==> src/rtl/sc_engine_if.sv <==
// sc_engine_if -- character-stream bus between the receive side (bu), the
// sc_engine cipher core and the transmit side (L4).
//
// Signals:
//   bu_rx_data_rdy  rx character valid this cycle (single-cycle pulse)
//   bu_rx_data      received ASCII character
//   L4_tx_data_rdy  tx character valid this cycle (registered pulse)
//   L4_tx_data      ASCII character to transmit, holds between pulses
//   busy            an rx character offered this cycle would be dropped
//   state           engine FSM encoding, for LEDs
//
// Modports:
//   master  the side that feeds characters in and consumes tx output
//   slave   the engine itself
interface sc_engine_if;
  logic       bu_rx_data_rdy;
  logic [7:0] bu_rx_data;
  logic       L4_tx_data_rdy;
  logic [7:0] L4_tx_data;
  logic       busy;
  logic [2:0] state;

  modport master (
    output bu_rx_data_rdy,
    output bu_rx_data,
    input  L4_tx_data_rdy,
    input  L4_tx_data,
    input  busy,
    input  state
  );

  modport slave (
    input  bu_rx_data_rdy,
    input  bu_rx_data,
    output L4_tx_data_rdy,
    output L4_tx_data,
    output busy,
    output state
  );
endinterface

==> src/rtl/sc_engine.sv <==
// sc_engine -- character-driven LFSR stream cipher.
//
// Commands arrive as ASCII characters in IDLE:
//   'L' + LFSR_W/4 hex digits  load a new key (CR aborts, key unchanged)
//   'E' + printable chars      encrypt: each char becomes two uppercase hex
//                              digits of (char ^ psr)
//   'D' + hex digit pairs      decrypt: each pair becomes (byte ^ psr), or
//                              '.' when the result is not printable
//   CR leaves ENC/DEC back to IDLE.
//
// Parameters:
//   LFSR_W  LFSR and key width, multiple of 4, >= 8
//   TAPS    LFSR feedback mask
//
// Ports:
//   clk   single clock, rising edge
//   rst   asynchronous, active-high reset
//   bus   sc_engine_if.slave (rx character in, tx character out, busy, state)
//
// Build option:
//   SC_ECHO_EN  when defined, every character accepted in IDLE or KEY is
//               echoed on the tx side one cycle after receipt.
//
// state  | meaning
// -------+---------------------------------------------------------------
// IDLE   | waiting for a command letter L / E / D
// KEY    | collecting key hex digits into the shadow register
// ENC    | encrypting; printable char emits hi hex digit next cycle
// ENC_LO | emitting lo hex digit, LFSR steps, rx is dropped (busy)
// DEC    | decrypting; waiting for the high nibble
// DEC_LO | decrypting; waiting for the low nibble
module sc_engine #(
  parameter int                LFSR_W = 32,
  parameter logic [LFSR_W-1:0] TAPS   = LFSR_W'(32'h8020_0003)
) (
  input  logic       clk,
  input  logic       rst,
  sc_engine_if.slave bus
);

  localparam int NDIG  = LFSR_W / 4;
  localparam int CNT_W = $clog2(NDIG + 1);

  localparam logic [7:0] CH_CR  = 8'h0D;
  localparam logic [7:0] CH_D   = 8'h44;
  localparam logic [7:0] CH_E   = 8'h45;
  localparam logic [7:0] CH_L   = 8'h4C;
  localparam logic [7:0] CH_DOT = 8'h2E;

  typedef enum logic [2:0] {
    IDLE   = 3'd0,
    KEY    = 3'd1,
    ENC    = 3'd2,
    ENC_LO = 3'd3,
    DEC    = 3'd4,
    DEC_LO = 3'd5
  } stateT;

  stateT stateQ, stateD;

  logic [LFSR_W-1:0] keyQ, keyD;
  logic [LFSR_W-1:0] shadowQ, shadowD;
  logic [LFSR_W-1:0] lfsrQ, lfsrD;
  logic [3:0]        heldNibQ, heldNibD;
  logic [CNT_W-1:0]  digitsLeftQ, digitsLeftD;
  logic              stepPendQ, stepPendD;
  logic              txRdyQ, txRdyD;
  logic [7:0]        txDataQ, txDataD;

  logic              rxRdy;
  logic [7:0]        rxData;
  logic              busy;
  logic              rxValid;
  logic              rxCr;
  logic              rxHex;
  logic              rxPrint;
  logic [3:0]        rxNib;
  logic [7:0]        psr;
  logic [7:0]        encByte;
  logic [7:0]        decByte;
  logic              decPrint;
  logic [LFSR_W-1:0] lfsrSeed;
  logic [LFSR_W-1:0] lfsrStep;
  logic [LFSR_W-1:0] shadowShift;

  function automatic logic [7:0] toHex(input logic [3:0] n);
    if (n < 4'd10) return {4'h3, n};
    return 8'h37 + {4'h0, n};
  endfunction

  assign rxRdy  = bus.bu_rx_data_rdy;
  assign rxData = bus.bu_rx_data;

  // The only state that cannot take a character is ENC_LO, where the
  // second hex digit of the previous byte is going out.
  assign busy    = (stateQ == ENC_LO);
  assign rxValid = rxRdy && !busy;

  assign rxCr    = (rxData == CH_CR);
  assign rxPrint = (rxData >= 8'h20) && (rxData <= 8'h7E);
  assign rxHex   = ((rxData >= 8'h30) && (rxData <= 8'h39)) ||
                   ((rxData >= 8'h41) && (rxData <= 8'h46)) ||
                   ((rxData >= 8'h61) && (rxData <= 8'h66));
  // '0'-'9' have bit 6 clear; 'A'-'F' and 'a'-'f' have bit 6 set and low
  // nibble 1..6, so +9 maps them to 10..15.
  assign rxNib   = rxData[3:0] + (rxData[6] ? 4'd9 : 4'd0);

  assign psr      = lfsrQ[7:0];
  assign encByte  = rxData ^ psr;
  assign decByte  = {heldNibQ, rxNib} ^ psr;
  assign decPrint = (decByte >= 8'h20) && (decByte <= 8'h7E);

  // An all-zero LFSR would lock up, so a zero key seeds it with 1.
  assign lfsrSeed    = (keyQ == '0) ? LFSR_W'(1) : keyQ;
  assign lfsrStep    = {lfsrQ[LFSR_W-2:0], ^(lfsrQ & TAPS)};
  assign shadowShift = {shadowQ[LFSR_W-5:0], rxNib};

  // State register
  always_ff @(posedge clk or posedge rst) begin
    if (rst) stateQ <= IDLE;
    else     stateQ <= stateD;
  end

  // Next-state logic
  always_comb begin
    stateD = stateQ;
    case (stateQ)
      IDLE: begin
        if (rxValid) begin
          if (rxData == CH_L)      stateD = KEY;
          else if (rxData == CH_E) stateD = ENC;
          else if (rxData == CH_D) stateD = DEC;
        end
      end
      KEY: begin
        if (rxValid) begin
          if (rxCr) stateD = IDLE;
          else if (rxHex && (digitsLeftQ == CNT_W'(1))) stateD = IDLE;
        end
      end
      ENC: begin
        if (rxValid) begin
          if (rxCr)         stateD = IDLE;
          else if (rxPrint) stateD = ENC_LO;
        end
      end
      ENC_LO: stateD = ENC;
      DEC: begin
        if (rxValid) begin
          if (rxCr)       stateD = IDLE;
          else if (rxHex) stateD = DEC_LO;
        end
      end
      DEC_LO: begin
        if (rxValid) begin
          if (rxCr)       stateD = IDLE;
          else if (rxHex) stateD = DEC;
        end
      end
      default: stateD = IDLE;
    endcase
  end

  // Output / datapath next-value logic
  always_comb begin
    keyD        = keyQ;
    shadowD     = shadowQ;
    lfsrD       = lfsrQ;
    heldNibD    = heldNibQ;
    digitsLeftD = digitsLeftQ;
    stepPendD   = 1'b0;
    txRdyD      = 1'b0;
    txDataD     = txDataQ;

    // A decrypted byte leaves in the cycle after its low nibble arrives;
    // the LFSR advances at the end of that output cycle.
    if (stepPendQ) lfsrD = lfsrStep;

    case (stateQ)
      IDLE: begin
        if (rxValid) begin
          if (rxData == CH_L) begin
            shadowD     = '0;
            digitsLeftD = CNT_W'(NDIG);
          end else if ((rxData == CH_E) || (rxData == CH_D)) begin
            lfsrD = lfsrSeed;
          end
`ifdef SC_ECHO_EN
          txRdyD  = 1'b1;
          txDataD = rxData;
`endif
        end
      end
      KEY: begin
        if (rxValid) begin
          if (rxCr) begin
            shadowD = '0;
          end else if (rxHex) begin
            shadowD     = shadowShift;
            digitsLeftD = digitsLeftQ - CNT_W'(1);
            if (digitsLeftQ == CNT_W'(1)) begin
              keyD  = shadowShift;
              lfsrD = (shadowShift == '0) ? LFSR_W'(1) : shadowShift;
            end
          end
`ifdef SC_ECHO_EN
          txRdyD  = 1'b1;
          txDataD = rxData;
`endif
        end
      end
      ENC: begin
        if (rxValid) begin
          if (rxCr) begin
            heldNibD = 4'h0;
          end else if (rxPrint) begin
            txRdyD   = 1'b1;
            txDataD  = toHex(encByte[7:4]);
            heldNibD = encByte[3:0];
          end
        end
      end
      ENC_LO: begin
        txRdyD   = 1'b1;
        txDataD  = toHex(heldNibQ);
        heldNibD = 4'h0;
        lfsrD    = lfsrStep;
      end
      DEC: begin
        if (rxValid) begin
          if (rxCr)       heldNibD = 4'h0;
          else if (rxHex) heldNibD = rxNib;
        end
      end
      DEC_LO: begin
        if (rxValid) begin
          if (rxCr) begin
            heldNibD = 4'h0;
          end else if (rxHex) begin
            txRdyD    = 1'b1;
            txDataD   = decPrint ? decByte : CH_DOT;
            heldNibD  = 4'h0;
            stepPendD = 1'b1;
          end
        end
      end
      default: begin
        heldNibD = 4'h0;
      end
    endcase
  end

  // Datapath registers
  always_ff @(posedge clk or posedge rst) begin
    if (rst) begin
      keyQ        <= '0;
      shadowQ     <= '0;
      lfsrQ       <= LFSR_W'(1);
      heldNibQ    <= 4'h0;
      digitsLeftQ <= '0;
      stepPendQ   <= 1'b0;
      txRdyQ      <= 1'b0;
      txDataQ     <= 8'h00;
    end else begin
      keyQ        <= keyD;
      shadowQ     <= shadowD;
      lfsrQ       <= lfsrD;
      heldNibQ    <= heldNibD;
      digitsLeftQ <= digitsLeftD;
      stepPendQ   <= stepPendD;
      txRdyQ      <= txRdyD;
      txDataQ     <= txDataD;
    end
  end

  assign bus.L4_tx_data_rdy = txRdyQ;
  assign bus.L4_tx_data     = txDataQ;
  assign bus.busy           = busy;
  assign bus.state          = stateQ;

endmodule

==> src/flat_wrapper.sv <==
// flat-port wrapper written by rule: the top's interface ports become plain ports
module sc_engine_flat 
#(
  parameter int                LFSR_W = 32,
  parameter logic [LFSR_W-1:0] TAPS   = LFSR_W'(32'h8020_0003)
)
  (clk, rst, bus_bu_rx_data_rdy, bus_bu_rx_data, bus_L4_tx_data_rdy, bus_L4_tx_data, bus_busy, bus_state);
  sc_engine_if bus_i ();
  input  logic clk;
  input  logic rst;
  input wire logic [$bits(bus_i.bu_rx_data_rdy)-1:0] bus_bu_rx_data_rdy;
  input wire logic [$bits(bus_i.bu_rx_data)-1:0] bus_bu_rx_data;
  output wire logic [$bits(bus_i.L4_tx_data_rdy)-1:0] bus_L4_tx_data_rdy;
  output wire logic [$bits(bus_i.L4_tx_data)-1:0] bus_L4_tx_data;
  output wire logic [$bits(bus_i.busy)-1:0] bus_busy;
  output wire logic [$bits(bus_i.state)-1:0] bus_state;
  assign bus_i.bu_rx_data_rdy = bus_bu_rx_data_rdy;
  assign bus_i.bu_rx_data = bus_bu_rx_data;
  assign bus_L4_tx_data_rdy = bus_i.L4_tx_data_rdy;
  assign bus_L4_tx_data = bus_i.L4_tx_data;
  assign bus_busy = bus_i.busy;
  assign bus_state = bus_i.state;
  sc_engine #(.LFSR_W(LFSR_W), .TAPS(TAPS)) u_core (.clk(clk), .rst(rst), .bus(bus_i));
endmodule
==> config.mk <==
export PLATFORM = sky130hd
export DESIGN_NAME = sc_engine_flat
export DESIGN_NICKNAME = d
export VERILOG_FILES = /design/src/rtl/sc_engine_if.sv /design/src/rtl/sc_engine.sv /design/src/flat_wrapper.sv
export SDC_FILE = /design/constraint.sdc
export NUM_CORES = 1
export LEC_CHECK = 0
export CAP_MARGIN = 20
export CORE_MARGIN = 4
export CORE_UTILIZATION = 60
export DETAILED_ROUTE_END_ITERATION = 10
export PLACE_DENSITY_LB_ADDON = 0.08
export SLEW_MARGIN = 25
export SYNTH_ARGS = -nofsm -noshare
export SYNTH_HDL_FRONTEND = slang
export SYNTH_SLANG_ARGS = --single-unit
==> constraint.sdc <==
create_clock -name clk -period 4.65 [get_ports clk]
set_clock_uncertainty 0.15 [all_clocks]
set_input_delay 1.1625 -clock clk [delete_from_list [all_inputs] [get_ports clk]]
set_output_delay 1.1625 -clock clk [all_outputs]
set_load 0.01 [all_outputs]
; ---- Word-level counts from Yosys, hierarchy flattened
; Index checks and enable logic that the tools add are counted.
; Widths: inputs -> output; s select.
[word_totals]
register_bits = 113
inputBits = 11
out_inout_bits = 13
elab_cells = 159
[classes]
addsub = 4
magnitude_cmp = 12
eq_ne = 28
mux = 78
bitwise_logic = 4
n_reduce_logical = 24
[ops]
columns = operator, n
row1 = $mux 32, 10
row2 = $mux 28, 5
row3 = $pmux 32 s3, 1
row4 = $mux 8, 11
row5 = $logic_not 32->1, 2
row6 = $mux 4, 15
row7 = $pmux 28 s2, 1
row8 = $mux 3, 16
row9 = $le 8x7->1 const B, 4
row10 = $reduce_xor 32->1, 1
row11 = $eq 8x7->1 const B, 3
row12 = $ge 8x6->1 const B, 3
row13 = $pmux 8 s3, 1
row14 = $ne 2x1->1 const B, 9
row15 = $pmux 3 s6, 1
row16 = $ge 8x7->1 const B, 2
row17 = $pmux 4 s4, 1
row18 = $xor 8x8->8, 2
row19 = $ne 3x1->1 const B, 5
row20 = $add 6x4->7 const A, 2
row21 = $mux 1, 14
row22 = $reduce_and 7->1, 2
row23 = $reduce_and 10->1, 1
row24 = $reduce_and 5->1, 2
row25 = other kinds (22), 36

; ---- Longest topological paths before layout
; Gate-level depths: netlist (run 1).
[logic_depth]
ltp_word = 12
depth_mapped = 10
depth_no_buf = 8

; ---- Least setup slack after synthesis (run 1)
; No wires, ideal clock.
[synth_timing]
kind = in2reg
start = in bus_bu_rx_data[1]
end = reg u_core.lfsrQ[12]
setup_time_ns = 0.134
t_arrival_ns = 3.106
required_ns = 4.366
setup_slack_ns = 1.260
path_stages = 8
n_path_buf = 2
cell_sequence = buf_6 -> or4_4 -> or3_4 -> buf_6 -> mux2_4 -> a221oi_2 -> o21a_1 -> a31oi_1
[synth_via]
elab_chain_cells = 8
elab_cells_between_ends = 27
cone_classes = add/sub: 1 / order compare: 6 / eq/ne: 4 / mux: 9 / reduce/logical: 7
[synth_rtl]
columns = item, line_no
row1 = "start, declared", flat_wrapper.sv:12  ; input wire logic [$bits(bus_i.bu_rx_data)-1:0] bus_bu_rx_data;
row2 = "$add 4x4->4, or another cell as far along", sc_engine.sv:106  ; assign rxNib = rxData[3:0] + (rxData[6] ? 4'd9 : 4'd0);
row3 = "$logic_not 32->1, or another cell as far along", sc_engine.sv:203  ; lfsrD = (shadowShift == '0) ? LFSR_W'(1) : shadowShift;
row4 = $mux 32 / $logic_or 1x1->1 (equally long branches), "sc_engine.sv:203, sc_engine.sv:101"
row5 = $mux 32 / $logic_or 1x1->1 (equally long branches), "sc_engine.sv:201, sc_engine.sv:102"
row6 = $mux 32, sc_engine.sv:198  ; end else if (rxHex) begin
row7 = $mux 32, sc_engine.sv:196  ; if (rxCr) begin
row8 = $mux 32, sc_engine.sv:195  ; if (rxValid) begin
row9 = $pmux 32 s3 *, sc_engine.sv:179  ; case (stateQ)
row10 = net u_core.lfsrD[12], sc_engine.sv:63  ; logic [LFSR_W-1:0] lfsrQ, lfsrD;
row11 = "end signal, assigned", sc_engine.sv:267  ; lfsrQ <= lfsrD;
row12 = "end, declared", sc_engine.sv:63
; The timed path passes the listed nets; every way through them passes the cells marked *.
; A chain may end at the register's enable or synchronous reset.

; ---- Worst setup path in the final report (run 1)
[layout_timing]
start = in bus_bu_rx_data[1]
end = reg u_core.lfsrQ[16]
; Same word-level chain as after synthesis.

==> results of run 1 <==
power groups by stage:
stage               Combinational (mW)  Sequential [mW]  Clock [mW]
CTS                              0.854             1.26        1.14
finish                           0.866             1.27        1.13
detailed placement               0.847             1.28           0
global placement                 0.825             1.27           0
global route                     0.952             1.29        1.20
floorplan                        0.610             1.21           0
sequential cells by signal, summed over array words and instances, names as in the netlist:
name and cells:
u_core.stepPendQ 1, u_core.heldNibQ 4, u_core.shadowQ 28, u_core.lfsrQ 32, u_core.bus.L4_tx_data 8, u_core.keyQ 32, u_core.digitsLeftQ 4, u_core.bus.L4_tx_data_rdy 1
u_core.bus.state 3
layer usage:
layer | GRT usage, % | wire length, µm | vias up
met5 | 0 | 13 | -
met4 | 16.5 | 707 | 2
met3 | 8.28 | 1890 | 62
met2 | 48.8 | 9200 | 302
met1 | 44.2 | 8420 | 3020
li1 | - | - | 2794
area by class of cell:
cell class | count | area, µm²
clock buffers | 18 | 428
clock inverters | 14 | 92.6
fillers | 849 | 3180
inverters | 16 | 62.6
multi-input cells | 581 | 3670
flip-flops and latches | 113 | 2830
well taps | 140 | 175
repair buffers | 50 | 445
path summary, 6_finish.rpt:
kind,to,slack (ns),cells past startpoint
min reg2reg,u_core.bus.L4_tx_data[7],0.33,1
min in group asynchronous,u_core.lfsrQ[28],0.99,2
max,u_core.lfsrQ[16],0.90,7
min,u_core.bus.L4_tx_data[7],0.33,1
max in group asynchronous,u_core.keyQ[8],2.61,3
max reg2reg,u_core.keyQ[5],1.58,7
synth_stat cells, drive strengths merged, types with 9 or more instances:
library cell | n | area [µm²]
xnor2 | 14 | 123
o21ai | 69 | 349
a21oi | 20 | 100
nor3 | 18 | 111
nand3 | 13 | 65.1
nor2 | 16 | 62.6
a221oi | 9 | 85.1
nand2 | 181 | 679
a22o | 13 | 114
mux2 | 14 | 161
inv | 15 | 56.3
mux2i | 32 | 320
o211ai | 19 | 143
dfrtp | 112 | 2800
and2 | 9 | 56.3
clkbuf | 36 | 135
nor4 | 17 | 128
a22oi | 14 | 105
nor2b | 9 | 56.3
worst max-delay path: stages:
cell,delay [ns]
clkdlybuf4s50_1,0.59
or4_4,0.66
or3_4,0.47
nor2_2,0.25
nor2_1,0.18
nor3_4,0.50
o211ai_1,0.18
metrics by stage:
| step | util, % | instances |
|---|---|---|
| 6_report | 70.8 | 932 |
| 5_1_grt | 70.8 | 932 |
| 4_1_cts | 70.7 | 932 |
| 3_5_place_dp | 65.9 | 900 |
| 3_3_place_gp | 65.9 | 900 |
| 2_1_floorplan | - | 754 |
kinds of logic after synthesis:
family	count (synthesis)	synth area share (%)
xor+xnor	25	3.89
flops	113	42.0
fa+ha+maj	7	1.30
simple gates	302	21.5
compound gates	201	20.4
buf+inv	60	3.66
mux	46	7.16
==> flow_metrics.py, run 1 <==
metrics = {
    "clock_tree": {
        "clk_latency_ns": 0.54,
        "cts_tree": "yes",
        "clk_pin_slew_worst_paths_ns": 0.06,
        "cts_setup_buffers": 0,
        "cts_max_path_buffers": 2,
        "cts_num_sinks": 113,
        "cts-hold-fix-buffers": 0,
        "clockRootBuffer": "clkbuf_8",
        "htree_levels": 4,
        "cts_buffers": 17,
        "post_cts_resized": 0,
    },
    "power": {
        "p_leak_nw": 3.29,
        "vdd_drop_max_v": 0.000345,
        "power_mw": 3.27,
        "comb_power_share_pct": 26.5,
        "p_int_mw": 2.15,
        "seq_power_share_pct": 38.8,
        "power.switching_mw": 1.12,
        "power_density_mw_per_mm2": 424,
        "switching_share_pct": 34.2,
        "power_frac_clock_pct": 34.7,
    },
    "setup_path": {
        "cp-startpoint": "bus_bu_rx_data[1]",
        "crit_required_ns": 4.89,
        "endpoint_kind": "register",
        "worst-setup-path-type": "in2reg",
        "arrival_ns": 3.99,
        "path_max_fanout": 11,
        "r2r-start": "u_core.bus.state[2]",
        "start_kind": "input pin",
    },
    "drt": {
        "wl_um": 20200,
        "drcViolationCount": 0,
        "ant_nets": 0,
        "drt-initial-drc-count": 765,
        "vias": 6180,
        "viasPerCell": 6.63,
        "first_pass_iters": 7,
        "wl_per_cell_um": 21.7,
    },
    "sta": {
        "max_clock_freq_mhz": 267,
        "max_slew_margin_pct": 29.8,
        "period_share_pct": 80.6,
        "period_minus_slack_ns": 3.75,
        "tightest_slew_ns": 1.05,
        "setup_viol": 0,
        "report.final.hold_viol_count": 0,
        "rsz0062_at_grt": "false",
        "setup_ws_ns": 0.903,
        "hold_ws_ns": 0.331,
        "setup_tns_ns": 0,
        "report.final.slew_viol_count": 0,
    },
    "die": {
        "initial_core_util_pct": 61.8,
        "die_w_um": 114,
        "dieArea_mm2": 0.0130,
        "num_rows": 38,
        "fp.dieH_um": 114,
        "ios": 24,
        "core-area_mm2": 0.0109,
    },
    "synthesis": {
        "synth_fp_nets": 772,
        "synth_cells": 754,
        "ys_ff_latch": 113,
        "synth_area_per_cell_um2": 8.92,
        "synthArstFlopShare_pct": 100,
        "yosysWarnings": 0,
        "netlist_area_mm2": 0.00673,
        "yosys_most_used_dff": "dfrtp_1",
        "ys_types": 79,
        "synth_seq_area_share_pct": 42.0,
        "synth-edff-count": 0,
    },
    "outcome": {
        "status": "completed",
    },
    "finish": {
        "num_antenna_cells": 0,
        "final_common_cell": "nand2_1",
        "drive_gt1_share_pct": 11.7,
        "final_cell_mix": "nand2_1 (181), dfrtp_1 (111), o21ai_0 (62), mux2i_1 (32), buf_4 (26)",
        "synthToLayoutAreaGrowth_pct": 14.6,
        "finalNetCount": 797,
        "stdcell_area_mm2": 0.00771,
    },
    "grt": {
        "grtUsageTotal_pct": 32.6,
        "antenna_found_initial": 1,
        "grt_overflow": 0,
        "grt_max_degree": 66,
        "grt_pass1_vias": 6020,
        "grt_pass1_wl_um": 32400,
    },
    "job": {
        "maxCapViolCount": 0,
    },
    "place": {
        "place_congestion": 0.974,
        "portBuffers": 23,
        "placedInstanceArea_mm2": 0.00718,
        "preCtsSetupSlack_ns": 0.389,
        "dp.final_hpwl_um": 14200,
    },
    "hold_path": {
        "hp-start": "u_core.bus.L4_tx_data[7]",
        "min_path_type": "reg2reg",
    },
}
Power figures use the tool's default switching activity.
==> inputs of run 2 (changes only) <==
Settings changed: CORE_UTILIZATION 60 to 56.
Clock period 4.65 ns to 3.1 ns, I/O delays scaled along.
==> flow_metrics.py, run 2 (synthesis gave the netlist of run 1 again) <==
metrics = {
    "die": {
        "ios": 24,
        "num_rows": 39,
        "initial_core_util_pct": 58.2,
        "dieArea_mm2": 0.0138,
        "core-area_mm2": 0.0116,
        "die_w_um": 118,
        "fp.dieH_um": 118,
    },
    "hold_path": {
        "min_path_type": "reg2reg",
    },
    "finish": {
        "reg.largest.list": "u_core.keyQ: 32 flops, u_core.lfsrQ: 32 flops, u_core.shadowQ: 28 flops",
        "final_common_cell": "nand2_1",
        "synthToLayoutAreaGrowth_pct": 28.8,
        "drive_gt1_share_pct": 21.0,
        "final_cell_mix": "nand2_1 (181), dfrtp_1 (111), buf_4 (99), o21ai_0 (61), mux2i_1 (32)",
        "num_antenna_cells": 0,
        "finalNetCount": 885,
        "final_cells": 1022,
    },
    "place": {
        "dp.final_hpwl_um": 15900,
        "dp_cells": 977,
        "place_congestion": 0.979,
        "portBuffers": 23,
    },
    "sta": {
        "report.final.slew_viol_count": 0,
        "tightest_slew_ns": 0.806,
        "setup_tns_ns": 0,
        "max_clock_freq_mhz": 328,
        "max_slew_margin_pct": 45.7,
        "period_minus_slack_ns": 3.05,
        "setup_viol": 0,
        "hold_ws_ns": 0.355,
        "period_share_pct": 98.4,
        "report.final.hold_viol_count": 0,
    },
    "setup_path": {
        "worst-setup-path-type": "in2reg",
        "crit_required_ns": 3.24,
        "critical_path.most_common_cell": "buf_4",
        "endpoint_kind": "register",
        "start_kind": "input pin",
        "critPathMaxStageDelay_ns": 0.47,
        "arrival_ns": 3.20,
        "path_max_fanout": 10,
        "path_cells": "clkdlybuf4s50_1 > buf_6 > or3_1 > nand2_1 > a21boi_1 > buf_4 > buf_4 > o31a_1 > buf_12 > or2_2 > a221o_1",
        "critPathSlowestCell": "clkdlybuf4s50_1",
    },
    "clock_tree": {
        "htree_levels": 4,
        "cts_tree": "yes",
        "clockRootBuffer": "clkbuf_16",
        "cts_num_sinks": 113,
        "cts_max_path_buffers": 2,
        "clk_latency_ns": 0.42,
        "cts_buffers": 17,
        "cts-hold-fix-buffers": 0,
        "clk_pin_slew_worst_paths_ns": 0.05,
    },
    "power": {
        "power_mw": 5.48,
        "vdd_drop_max_v": 0.000438,
        "p_leak_nw": 3.87,
        "power_density_mw_per_mm2": 633,
    },
    "grt": {
        "grtUsageTotal_pct": 32.0,
        "antenna_found_initial": 0,
        "grt_pass1_vias": 6425,
        "grt_pass1_wl_um": 35100,
        "grt_max_degree": 52,
        "grt_overflow": 0,
    },
    "drt": {
        "viasPerCell": 6.45,
        "first_pass_iters": 5,
        "drcViolationCount": 0,
        "wl_per_cell_um": 21.7,
        "vias": 6589,
        "ant_nets": 0,
        "wl_um": 22200,
        "drt-initial-drc-count": 685,
    },
    "job": {
        "maxCapViolCount": 0,
    },
    "outcome": {
        "status": "completed",
    },
}
run 2: final timing paths:
check	from	endpoint	slack [ns]	cells after the start
worst max-delay path	bus_bu_rx_data[2]	u_core.lfsrQ[6]	0.05	11
worst min-delay path	u_core.keyQ[29]	u_core.keyQ[29]	0.36	2
worst max register to register	u_core.shadowQ[8]	u_core.lfsrQ[5]	0.38	7
worst min register to register	u_core.keyQ[29]	u_core.keyQ[29]	0.36	2
max in group asynchronous	rst	u_core.lfsrQ[0]	1.66	3
min in group asynchronous	rst	u_core.lfsrQ[27]	0.50	2
run 2: metrics by stage:
| stage | instance area (µm²) | util (%) | setup slack, ns |
|---|---|---|---|
| after global routing | 8660 | 74.9 | -0.00579 |
| after detailed placement | 7840 | 67.8 | -0.541 |
| final | 8660 | 74.9 | 0.0482 |
| after floorplan | 6730 | - | 0.0971 |
| after CTS | 8540 | 73.9 | 0.0135 |
| after global placement | 7840 | 67.7 | -0.584 |
run 2: layer usage:
metal / wire length [µm] / vias to the layer above / GRT usage [%]
li1: - / 2954 / -
met1: 9360 / 3212 / 44.0
met2: 10300 / 362 / 50.0
met3: 1870 / 61 / 6.73
met4: 686 / 0 / 11.8
met5: 0 / - / 0
run 2: area by class of cell:
class | count | area (µm²)
flip-flops and latches | 113 | 2830
inverters | 16 | 63.8
clock inverters | 8 | 150
multi-input cells | 581 | 3710
fillers | 857 | 2900
well taps | 143 | 179
clock buffers | 23 | 498
repair buffers | 138 | 1230
run 2: timing repair:
| action | CTS | global route |
|---|---|---|
| cloned | 0 | 1 |
| pin swaps | 4 | 5 |
| buffers inserted | 4 | 9 |
| setup endpoints to repair | 19 | 44 |
| resized for setup | 10 | 11 |
run 2: power breakdown:
group / total [mW] / switching [mW] / internal [mW]
Combinational: 1.48 / 0.787 / 0.692
Sequential: 1.88 / 0.232 / 1.65
Clock: 2.12 / 0.675 / 1.45
Total: 5.48 / 1.69 / 3.79
run 2: worst max-delay path: cells and delay by family:
kind | cells | cell delay, ns
compound gates | 3 | 0.87
simple gates | 3 | 0.47
buf+inv | 5 | 1.08
==> inputs of run 3 (changes only) <==
Settings changed: CORE_UTILIZATION 56 to 58, DONT_BUFFER_PORTS set to 1, REMOVE_ABC_BUFFERS set to 1.
==> flow_metrics.py, run 3 (synthesis gave the netlist of run 1 again) <==
metrics = {
    "finish": {
        "final_common_cell": "nand2_1",
        "final_core_util_pct": 67.6,
        "fillCellCount": 939,
        "reg.largest.list": "u_core.keyQ: 32 flops, u_core.lfsrQ: 32 flops, u_core.shadowQ: 28 flops",
        "final_cell_mix": "nand2_1 (181), dfrtp_1 (111), o21ai_0 (62), buf_4 (39), mux2i_1 (32)",
        "final_cells": 925,
        "num_antenna_cells": 0,
        "drive_gt1_share_pct": 13.4,
        "finalNetCount": 789,
        "synthToLayoutAreaGrowth_pct": 14.2,
    },
    "power": {
        "power_frac_clock_pct": 38.5,
        "power_density_mw_per_mm2": 657,
        "comb_power_share_pct": 23.4,
        "p_int_mw": 3.46,
        "seq_power_share_pct": 38.1,
        "p_leak_nw": 3.33,
        "switching_share_pct": 31.4,
        "vdd_drop_max_v": 0.000484,
        "power.switching_mw": 1.58,
        "power_mw": 5.05,
    },
    "drt": {
        "wl_per_cell_um": 22.1,
        "wl_um": 20400,
        "ant_nets": 0,
        "drcViolationCount": 0,
        "vias": 6127,
        "drt-initial-drc-count": 835,
        "viasPerCell": 6.62,
        "first_pass_iters": 7,
    },
    "place": {
        "dp_cells": 895,
        "place_congestion": 0.937,
        "portBuffers": 0,
        "preCtsSetupSlack_ns": -0.00128,
        "dp.final_hpwl_um": 14500,
    },
    "clock_tree": {
        "cts_setup_buffers": 0,
        "clockRootBuffer": "clkbuf_16",
        "post_cts_resized": 0,
        "htree_levels": 4,
        "cts-hold-fix-buffers": 0,
        "clk_latency_ns": 0.42,
        "cts_tree": "yes",
        "cts_buffers": 17,
        "cts_num_sinks": 113,
        "clk_pin_slew_worst_paths_ns": 0.05,
        "cts_max_path_buffers": 2,
    },
    "setup_path": {
        "rrSetupSlack_ns": 0.33,
        "path_max_fanout": 8,
        "r2r-end": "u_core.lfsrQ[16]",
        "start_kind": "register",
        "endpoint_kind": "register",
        "reg2reg_depth": 9,
        "arrival_ns": 2.96,
        "crit_required_ns": 3.29,
        "worst-setup-path-type": "reg2reg",
        "r2r-start": "u_core.digitsLeftQ[1]",
    },
    "sta": {
        "tightest_slew_ns": 0.943,
        "max_slew_margin_pct": 36.6,
        "setup_tns_ns": 0,
        "max_clock_freq_mhz": 361,
        "period_minus_slack_ns": 2.77,
        "setup_viol": 0,
        "report.final.hold_viol_count": 0,
        "rsz0062_at_grt": "false",
        "report.final.slew_viol_count": 0,
        "period_share_pct": 89.4,
        "setup_ws_ns": 0.327,
    },
    "die": {
        "dieArea_mm2": 0.0134,
        "core-area_mm2": 0.0114,
        "die_w_um": 116,
        "initial_core_util_pct": 59.2,
        "num_rows": 39,
        "ios": 24,
        "fp.dieH_um": 116,
    },
    "grt": {
        "grtUsageMet3_pct": 7.42,
        "antenna_found_initial": 0,
        "grt.busiest_layer": "met2",
        "use_met1_pct": 42.8,
        "grt_pass1_vias": 6068,
        "grt_max_degree": 55,
        "gr-usage-met2_pct": 51.4,
        "grt_overflow": 0,
        "grt_pass1_wl_um": 32900,
        "grtUsageTotal_pct": 32.2,
    },
    "outcome": {
        "status": "completed",
    },
    "hold_path": {
        "min_path_type": "in2async",
    },
    "job": {
        "maxCapViolCount": 0,
    },
}
[run 3: changes by cell type in the layout (fill, tap and decap cells not counted), sizes merged]
cell | previous run | this run
buf | 115 | 42
dlymetal6s2s | 3 | 0
clkinvlp | 2 | 0
clkdlybuf4s50 | 17 | 0
bufinv | 4 | 2
clkbuf | 23 | 25
dlygate4sd2 | 3 | 0
inv | 14 | 15
[run 3: how the worst max path moves through the flow]
stage                           from                  endpoint  slack (ns)
3_5_place_dp       bus_bu_rx_data[0]          u_core.lfsrQ[16]      -0.001
5_1_grt        u_core.digitsLeftQ[1]          u_core.lfsrQ[23]        0.18
2_1_floorplan                    rst  u_core.bus.L4_tx_data[0]       -0.81
4_1_cts        u_core.digitsLeftQ[1]          u_core.lfsrQ[13]        0.36
6_report       u_core.digitsLeftQ[1]          u_core.lfsrQ[16]        0.33
3_3_place_gp       bus_bu_rx_data[0]          u_core.lfsrQ[16]        0.08
[run 3: final cells by class]
| cell class | count | area, µm² | area share (%) |
|---|---|---|---|
| clock inverters | 5 | 75.1 | 0.977 |
| flip-flops and latches | 113 | 2830 | 36.8 |
| multi-input cells | 581 | 3670 | 47.7 |
| well taps | 143 | 179 | 2.33 |
| clock buffers | 25 | 515 | 6.71 |
| inverters | 16 | 62.6 | 0.814 |
| repair buffers | 42 | 353 | 4.59 |
[run 3: through the flow]
step                      hold WS, ns  cell area (µm²)
final                           0.160             7680
after global routing            0.198             7680
after floorplan                 0.306             6540
after CTS                       0.175             7680
after global placement          0.337             7090
after detailed placement        0.341             7090
[run 3: worst max-delay path: stages, from the launching register on]
cell and delay [ns]:
dfrtp_1 0.38, inv_1 0.08, ha_1 0.16, nor3b_1 0.20
buf_4 0.17, nand3_1 0.15, nor4_2 0.87, buf_4 0.31
nand2_1 0.10, o211ai_1 0.12
[run 3: routing by layer]
| layer | wire length (µm) | up-vias |
|---|---|---|
| li1 | - | 2777 |
| met1 | 8560 | 2997 |
| met2 | 9570 | 302 |
| met3 | 1700 | 51 |
| met4 | 604 | 0 |
| met5 | 0 | - |
[run 3: power by group through the flow]
| stage | combinational [mW] | sequential, mW | clock, mW |
|---|---|---|---|
| after floorplan | 0.833 | 1.86 | 0 |
| after global placement | 1.11 | 1.93 | 0 |
| after detailed placement | 1.15 | 1.94 | 0 |
| after CTS | 1.17 | 1.92 | 1.96 |
| after global routing | 1.29 | 1.95 | 2.04 |
| final | 1.18 | 1.92 | 1.94 |
